## config.mk

```make
export PLATFORM = sky130hd
export DESIGN_NAME = encoder_scan
export DESIGN_NICKNAME = d
export VERILOG_FILES = /design/src/rtl/encoder_pkg.sv /design/src/rtl/encoder_scan_lsb_find.sv /design/src/rtl/encoder_scan.sv
export SDC_FILE = /design/constraint.sdc
export NUM_CORES = 1
export LEC_CHECK = 0
export ABC_AREA = 0
export CAP_MARGIN = 20
export CORE_ASPECT_RATIO = 1.25
export CORE_MARGIN = 2
export CORE_UTILIZATION = 35
export CTS_BUF_LIST = sky130_fd_sc_hd__clkbuf_2
export CTS_CLUSTER_DIAMETER = 200
export DETAILED_ROUTE_END_ITERATION = 10
export HOLD_SLACK_MARGIN = 0.05
export SYNTH_ARGS = -nofsm -noshare
export SYNTH_HDL_FRONTEND = slang
export SYNTH_SLANG_ARGS = --single-unit
```

## constraint.sdc

```tcl
create_clock -name clk -period 2.82 [get_ports clk]
set_input_delay 0.705 -clock clk [delete_from_list [all_inputs] [get_ports clk]]
set_output_delay 0.705 -clock clk [all_outputs]
set_load 0.01 [all_outputs]
```

## src/rtl/encoder_pkg.sv

```systemverilog
`default_nettype none
// ============================================================================
// Module      : encoder_pkg
// Description : Shared types and helpers for the encoder_scan block: the
//               two-state scan FSM encoding and a constant clog2 function.
// Revision    : 1.0 - initial release
// ============================================================================
package encoder_pkg;

  // Scan controller states: IDLE accepts a request vector, SCAN emits indices.
  typedef enum logic [0:0] {
    IDLE = 1'b0,
    SCAN = 1'b1
  } state_t;

  // Ceiling log2, usable in parameter expressions.
  function automatic int clog2(input int n);
    int r;
    r = 0;
    for (int k = 0; k < 32; k++) begin
      if ((1 << r) < n) r = r + 1;
    end
    return r;
  endfunction

endpackage
`default_nettype wire

```

## src/rtl/encoder_scan_lsb_find.sv

```systemverilog
`default_nettype none
// ============================================================================
// Module      : lsb_find
// Description : Combinational lowest-set-bit finder. Returns the index of the
//               least significant set bit of vec_i and a flag that any bit
//               is set. Index is 0 when the vector is empty.
// Revision    : 1.0 - initial release
// ============================================================================
module lsb_find
  import encoder_pkg::*;
#(
  parameter  int N = 8,
  localparam int W = clog2(N)
) (
  input  logic [N-1:0] vec_i,
  output logic [W-1:0] idx_o,
  output logic         any_o
);

  // Scan from MSB down so the lowest set bit is the last one written.
  always_comb begin
    idx_o = '0;
    for (int k = N - 1; k >= 0; k--) begin
      if (vec_i[k]) idx_o = k[W-1:0];
    end
  end

  assign any_o = |vec_i;

endmodule
`default_nettype wire

```

## src/rtl/encoder_scan.sv

```systemverilog
`default_nettype none
// ============================================================================
// Module      : encoder_scan
// Description : Captures a multi-hot request vector and emits the index of
//               each set bit, LSB first, one per accepted output beat, with
//               a last-beat marker. An all-zero vector produces a one-cycle
//               zero_flag pulse instead of any beats.
//               Optional feature macro ENCODER_POPCOUNT_EN adds out_count,
//               the number of set bits in the most recently captured vector.
// Revision    : 1.0 - initial release
// ============================================================================
module encoder_scan
  import encoder_pkg::*;
#(
  parameter  int N = 8,
  localparam int W = clog2(N)
) (
  input  logic         clk,
  input  logic         rst_n,
  input  logic [N-1:0] i,
  input  logic         in_valid,
  output logic         in_ready,
  output logic [W-1:0] y,
  output logic         out_valid,
  input  logic         out_ready,
  output logic         out_last,
  output logic         zero_flag
`ifdef ENCODER_POPCOUNT_EN
  ,
  output logic [W:0]   out_count
`endif
);

  state_t         state_q, state_d;
  logic [N-1:0]   pend_q, pend_d;
  logic           zero_flag_q, zero_flag_d;
  logic [W-1:0]   w_idx;
  logic           w_any;
  logic           w_last;
  logic [N-1:0]   w_pend_drop;

  lsb_find #(.N(N)) u_lsb_find (
    .vec_i (pend_q),
    .idx_o (w_idx),
    .any_o (w_any)
  );

  // Clearing the lowest set bit is the same as clearing bit y.
  assign w_pend_drop = pend_q & (pend_q - 1'b1);
  assign w_last      = w_any && (w_pend_drop == '0);

`ifdef ENCODER_POPCOUNT_EN
  logic [W:0] count_q, count_d;
  logic [W:0] w_popcnt;

  // Population count of the incoming request vector.
  always_comb begin
    w_popcnt = '0;
    for (int k = 0; k < N; k++) begin
      w_popcnt = w_popcnt + (W+1)'(i[k]);
    end
  end
`endif

  // Next-state logic for the IDLE/SCAN controller.
  always_comb begin
    state_d     = state_q;
    pend_d      = pend_q;
    zero_flag_d = 1'b0;
`ifdef ENCODER_POPCOUNT_EN
    count_d     = count_q;
`endif
    case (state_q)
      IDLE: begin
        if (in_valid) begin
          if (|i) begin
            pend_d  = i;
            state_d = SCAN;
`ifdef ENCODER_POPCOUNT_EN
            count_d = w_popcnt;
`endif
          end else begin
            zero_flag_d = 1'b1;
`ifdef ENCODER_POPCOUNT_EN
            count_d     = '0;
`endif
          end
        end
      end
      SCAN: begin
        // out_valid is always high in SCAN, so out_ready alone is the handshake.
        if (out_ready) begin
          pend_d = w_pend_drop;
          if (w_last) state_d = IDLE;
        end
      end
      default: begin
        state_d = IDLE;
        pend_d  = '0;
      end
    endcase
  end

  // State registers with asynchronous active-low reset.
  always_ff @(posedge clk or negedge rst_n) begin
    if (!rst_n) begin
      state_q     <= IDLE;
      pend_q      <= '0;
      zero_flag_q <= 1'b0;
`ifdef ENCODER_POPCOUNT_EN
      count_q     <= '0;
`endif
    end else begin
      state_q     <= state_d;
      pend_q      <= pend_d;
      zero_flag_q <= zero_flag_d;
`ifdef ENCODER_POPCOUNT_EN
      count_q     <= count_d;
`endif
    end
  end

  assign in_ready  = (state_q == IDLE);
  assign out_valid = (state_q == SCAN);
  assign y         = w_idx;
  assign out_last  = w_last;
  assign zero_flag = zero_flag_q;
`ifdef ENCODER_POPCOUNT_EN
  assign out_count = count_q;
`endif

endmodule
`default_nettype wire

```

==> results of run 1 <==
## worst paths after layout
| check | cells past startpoint | start | slack (ps) | to |
|---|---|---|---|---|
| hold / removal | 1 | pend_q[7] | 640 | pend_q[7] |
| hold reg to reg | 1 | pend_q[7] | 640 | pend_q[7] |
| setup reg to reg | 4 | pend_q[2] | 1110 | out_valid |
| setup / recovery | 4 | pend_q[2] | 150 | y[2] |
| max in group asynchronous | 1 | rst_n | 1730 | pend_q[0] |
| min in group asynchronous | 1 | rst_n | 760 | pend_q[6] |
## layout make-up
cell class / count / area (sq um)
fillers: 189 / 861
flip-flops and latches: 10 / 250
well taps: 19 / 23.8
repair buffers: 25 / 228
clock buffers: 3 / 15.0
multi-input cells: 53 / 352
inverters: 4 / 15.0
## per-stage QoR
stage	area [sq um]	power [W]	setup WS, ps	hold slack, ps	std cells
global route	883	0.00112	25.7	685	114
floorplan	642	0.000662	481	409	73
detailed placement	873	0.000967	39.1	613	111
finish	883	0.00104	148	643	114
CTS	887	0.00104	9.38	644	114
global placement	873	0.000965	56.2	607	111
## Yosys cell counts, drive strengths merged (3+ instances only)
cell / count
nor2: 6
buf: 3
dfrtp: 10
inv: 4
a22o: 7
nor4: 5
clkbuf: 3
o22ai: 4
o21ai: 7
## cell families after synthesis
| kind of cell | after synthesis | synth area share |
|---|---|---|
| muxes | 1 | 0.0156 |
| adders and majority gates | 1 | 0.0156 |
| and+or+nand+nor | 26 | 0.244 |
| AOI/OAI and AO/OA | 25 | 0.273 |
| buffers and inverters | 10 | 0.0624 |
| DFF | 10 | 0.390 |
## registers in the layout, indices dropped and copies added, names as in the netlist
register   cells
pend_q         8
zero_flag      1
out_valid      1
## routing by layer
metal / wire length, microns / GRT usage / vias up
met3: 96 / 0.0451 / 6
met5: 0 / 0 / -
met1: 808 / 0.226 / 318
li1: - / - / 325
met4: 44 / 0.0625 / 0
met2: 915 / 0.300 / 25
## worst max-delay path, stage by stage, from the launching register on
cell and delay [ps]:
dfrtp_1 390, or4_4 530, buf_4 160, nor2_1 90, clkdlybuf4s50_1 540
## timing repair
item,CTS,global route
gates resized for setup,1,2
endpoints found under the setup margin,1,1
endpoints found under the hold margin,0,0
## report_power, final
| part | leakage, nW | switching (W) | internal [W] | total (W) |
|---|---|---|---|---|
| Sequential | 0.128 | 0.0000846 | 0.000200 | 0.000284 |
| Clock | 0.0125 | 0.0000509 | 0.0000290 | 0.0000799 |
| Combinational | 0.232 | 0.000307 | 0.000365 | 0.000672 |
==> flow_summary.json, run 1 <==
{
  "slew_headroom": 0.681,
  "worst_pin_slew_ps": 478,
  "synth_top_cell_area_share": 0.390,
  "die_w_microns": 42.3,
  "die_h_microns": 51.9,
  "yosys_warnings": 0,
  "timing.max_cap.violations": 0,
  "ir_drop_uv": 534,
  "drv_slew": 0,
  "cts_sinks": 10,
  "hp-class": "reg -> reg",
  "synth-edff-count": 0,
  "cts_tree": "yes",
  "period_share": 0.948,
  "synth_area_per_cell_sq_um": 8.79,
  "grtUsageTotal": 0.180,
  "overflow": 0,
  "ys_top_cells_by_area": "dfrtp_1 (39%), a22o_1 (9.6%), o21ai_0 (5.5%)",
  "p_leak_nw": 0.372,
  "postRouteAntennaNets": 0,
  "synthFlopType": "dfrtp_1",
  "path_max_fanout": 4,
  "clk_latency_ps": 260,
  "antenna_found_initial": 0,
  "numCtsBuffers": 3,
  "clkTransAtPathRegs_ps": 110,
  "coreArea_sq_um": 1740,
  "cp-end-kind": "output pin",
  "cts_setup_buffers": 0,
  "clockBufferDepth": 2,
  "viasPerCell": 5.91,
  "final_cell_mix": "clkdlybuf4s50_1 (17), dfrtp_1 (10), o21ai_0 (7), a22o_1 (7), buf_4 (7)",
  "drt-pass1-iter-count": 4,
  "setup_tns_ps": 0,
  "port_buffers": 18,
  "gp_congestion": 0.820,
  "vias": 674,
  "rsz0062_at_grt": "no",
  "drt-wirelength-per-cell_microns": 16.4,
  "rows": 17,
  "final_nets": 109,
  "clock-root-buffer": "clkbuf_2",
  "syn_nets": 85,
  "cp-start-kind": "register",
  "mostFrequentLayoutCell": "clkdlybuf4s50_1",
  "ys_ff_latch": 10,
  "final.setup_skew_ps": 6.20,
  "worstPathArrival_ps": 1970,
  "grt_start_max_net_pins": 11,
  "postSynthCellCount": 73,
  "syn_to_final_growth_pct": 37.6,
  "pwr_density_cell_nw_per_um2": 1170,
  "synth-seq-area-share": 0.390,
  "cts_hold_buf": 0,
  "routed_wl_microns": 1870,
  "synth_top_area_cell": "dfrtp_1",
  "diodes": 0,
  "drive_gt1_frac": 0.137,
  "die_area_sq_um": 2190,
  "hold_violations": 0,
  "async_reset_ff_frac": 1.00,
  "cts_htree_levels": 1,
  "final_core_util": 0.506,
  "fmax_mhz": 374,
  "synthDistinctLibCells": 30,
  "grt_pass1_wl_microns": 2930,
  "ios": 19,
  "drtIter0Drc": 17,
  "dp_hpwl_microns": 1380,
  "finalSetupViolCount": 0,
  "grt_pass1_vias": 650,
  "initial_utilization": 0.368,
  "cp.required_ps": 2120,
  "drc": 0,
  "outcome": "finished clean",
  "syn-cell-area_sq_um": 642,
  "worst-setup-path-type": "reg -> out",
  "fin_crit_ps": 2670
}
(Power assumes the default switching activity.)
==> run 2, diff against run 1 <==
TNS_END_PERCENT = 1   (was default)
==> results of run 2 <==
No change in the layout: final DEF, timing and power equal those of run 1.
==> run 3, diff against run 2 <==
CORE_MARGIN = default   (was 2)
CTS_CLUSTER_DIAMETER = 120   (was 200)
==> flow_summary.json, run 3 (same netlist as run 1, synthesis figures left out) <==
{
  "outcome": "finished clean",
  "rows": 16,
  "clk_latency_ps": 270,
  "hp-class": "reg -> reg",
  "hold_violations": 0,
  "num-fill-cells": 165,
  "clkTransAtPathRegs_ps": 110,
  "die_w_microns": 40.3,
  "gp_congestion": 0.770,
  "numCtsBuffers": 3,
  "min_from": "pend_q[7]",
  "ir_drop_uv": 566,
  "diodes": 0,
  "reg2reg_depth": 4,
  "grt_pass1_wl_microns": 2600,
  "clockBufferDepth": 2,
  "p_clk_frac": 0.084,
  "reg2reg_from": "pend_q[2]",
  "syn_to_final_growth_pct": 38.0,
  "intPower_w": 0.000596,
  "worst_hold_slack_ps": 664,
  "cts_tree": "yes",
  "pwr-share-comb": 0.644,
  "drt-pass1-iter-count": 5,
  "p_leak_nw": 0.374,
  "vias": 662,
  "grt_pass1_vias": 591,
  "cp_cell_sequence": "or4_4 -> buf_4 -> nor2_1 -> clkdlybuf4s50_1",
  "cts_hold_buf": 0,
  "rsz0062_at_grt": "no",
  "largest-register": "pend_q",
  "critical-path-top-delay-family": "buffers and inverters",
  "drc": 0,
  "cp-start-kind": "register",
  "cts_sinks": 10,
  "drtIter0Drc": 18,
  "fmax_mhz": 372,
  "reg2reg_to": "out_valid",
  "setup_tns_ps": 0,
  "switchingPower_w": 0.000440,
  "slew_headroom": 0.682,
  "cts_setup_buffers": 0,
  "drv_slew": 0,
  "ios": 19,
  "cp-end-kind": "output pin",
  "path_max_fanout": 4,
  "worst_pin_slew_ps": 476,
  "cts_htree_levels": 1,
  "cp_slowest_cell": "or4_4",
  "hold_path_end": "pend_q[7]",
  "dpl_worst_slack_ps": 38.2,
  "initial_utilization": 0.391,
  "final_nets": 109,
  "hold_path_depth": 1,
  "fin_crit_ps": 2690,
  "power_w": 0.00104,
  "postCtsResizedCells": 2,
  "drive_gt1_frac": 0.135,
  "viasPerCell": 5.81,
  "period_share": 0.953,
  "worstPathArrival_ps": 1980,
  "timing.max_cap.violations": 0,
  "final.setup_skew_ps": 1.70,
  "port_buffers": 18,
  "netSwitchingFraction": 0.425,
  "largest_register_ff_count": 8,
  "cp.required_ps": 2120,
  "die_h_microns": 49.9,
  "coreArea_sq_um": 1640,
  "final_core_util": 0.540,
  "overflow": 0,
  "grtUsageTotal": 0.193,
  "drt-wirelength-per-cell_microns": 15.1,
  "power_frac_seq": 0.272,
  "critPathBufInv": 2,
  "dp_hpwl_microns": 1260,
  "clock-root-buffer": "clkbuf_2",
  "mostFrequentLayoutCell": "clkdlybuf4s50_1",
  "final_cell_mix": "clkdlybuf4s50_1 (17), dfrtp_1 (10), o21ai_0 (7), a22o_1 (7), buf_4 (7)",
  "die_area_sq_um": 2010,
  "antenna_found_initial": 0,
  "finalSetupViolCount": 0,
  "pwr_density_cell_nw_per_um2": 1170,
  "slowest_delay_ps": 530,
  "setup_ws_ps": 133,
  "worst-setup-path-type": "reg -> out",
  "grt_start_max_net_pins": 11,
  "postRouteAntennaNets": 0,
  "rrSetupSlack_ps": 1120,
  "routed_wl_microns": 1720
}
[run 3: changes by cell type in the layout (fill, tap and decap cells not counted)]
cell / delta
clkinv_1: +1
[run 3: through the flow]
step,instance area (sq um),std cells
6_report,886,114
5_1_grt,886,114
3_3_place_gp,872,110
2_1_floorplan,642,73
3_5_place_dp,872,110
4_1_cts,891,114
[run 3: metal layers]
layer	track usage	vias up	wire, microns
met2	0.280	22	798
met5	0	-	0
li1	-	329	-
met4	0.0833	0	18
met3	0.0405	4	87
met1	0.268	307	815
[run 3: cell type report]
type,count,area [sq um],share of cell area
Clock buffer,3,15.0,0.0169
Tap cell,18,22.5,0.0254
Sequential cell,10,250,0.282
Timing Repair Buffer,25,228,0.257
Multi-Input combinational cell,53,352,0.397
Inverter,4,15.0,0.0169
Clock inverter,1,3.75,0.00424
[run 3: how the worst max path moves through the flow]
stage / from / endpoint / slack [ps] / cells past startpoint
CTS: pend_q[2] / out_last / 20 / 5
floorplan: pend_q[2] / out_last / 480 / 4
finish: pend_q[2] / y[2] / 130 / 4
global route: pend_q[2] / out_last / 20 / 5
detailed placement: pend_q[2] / out_last / 40 / 5
global placement: pend_q[2] / out_last / 50 / 5
[run 3: power groups by stage]
stage                     registers, W  clock network, W  logic, W
after floorplan               0.000254                 0  0.000408
after global placement        0.000284                 0  0.000681
after detailed placement      0.000283                 0  0.000682
after CTS                     0.000280         0.0000878  0.000676
after global routing          0.000293         0.0000980  0.000729
final                         0.000282         0.0000869  0.000667
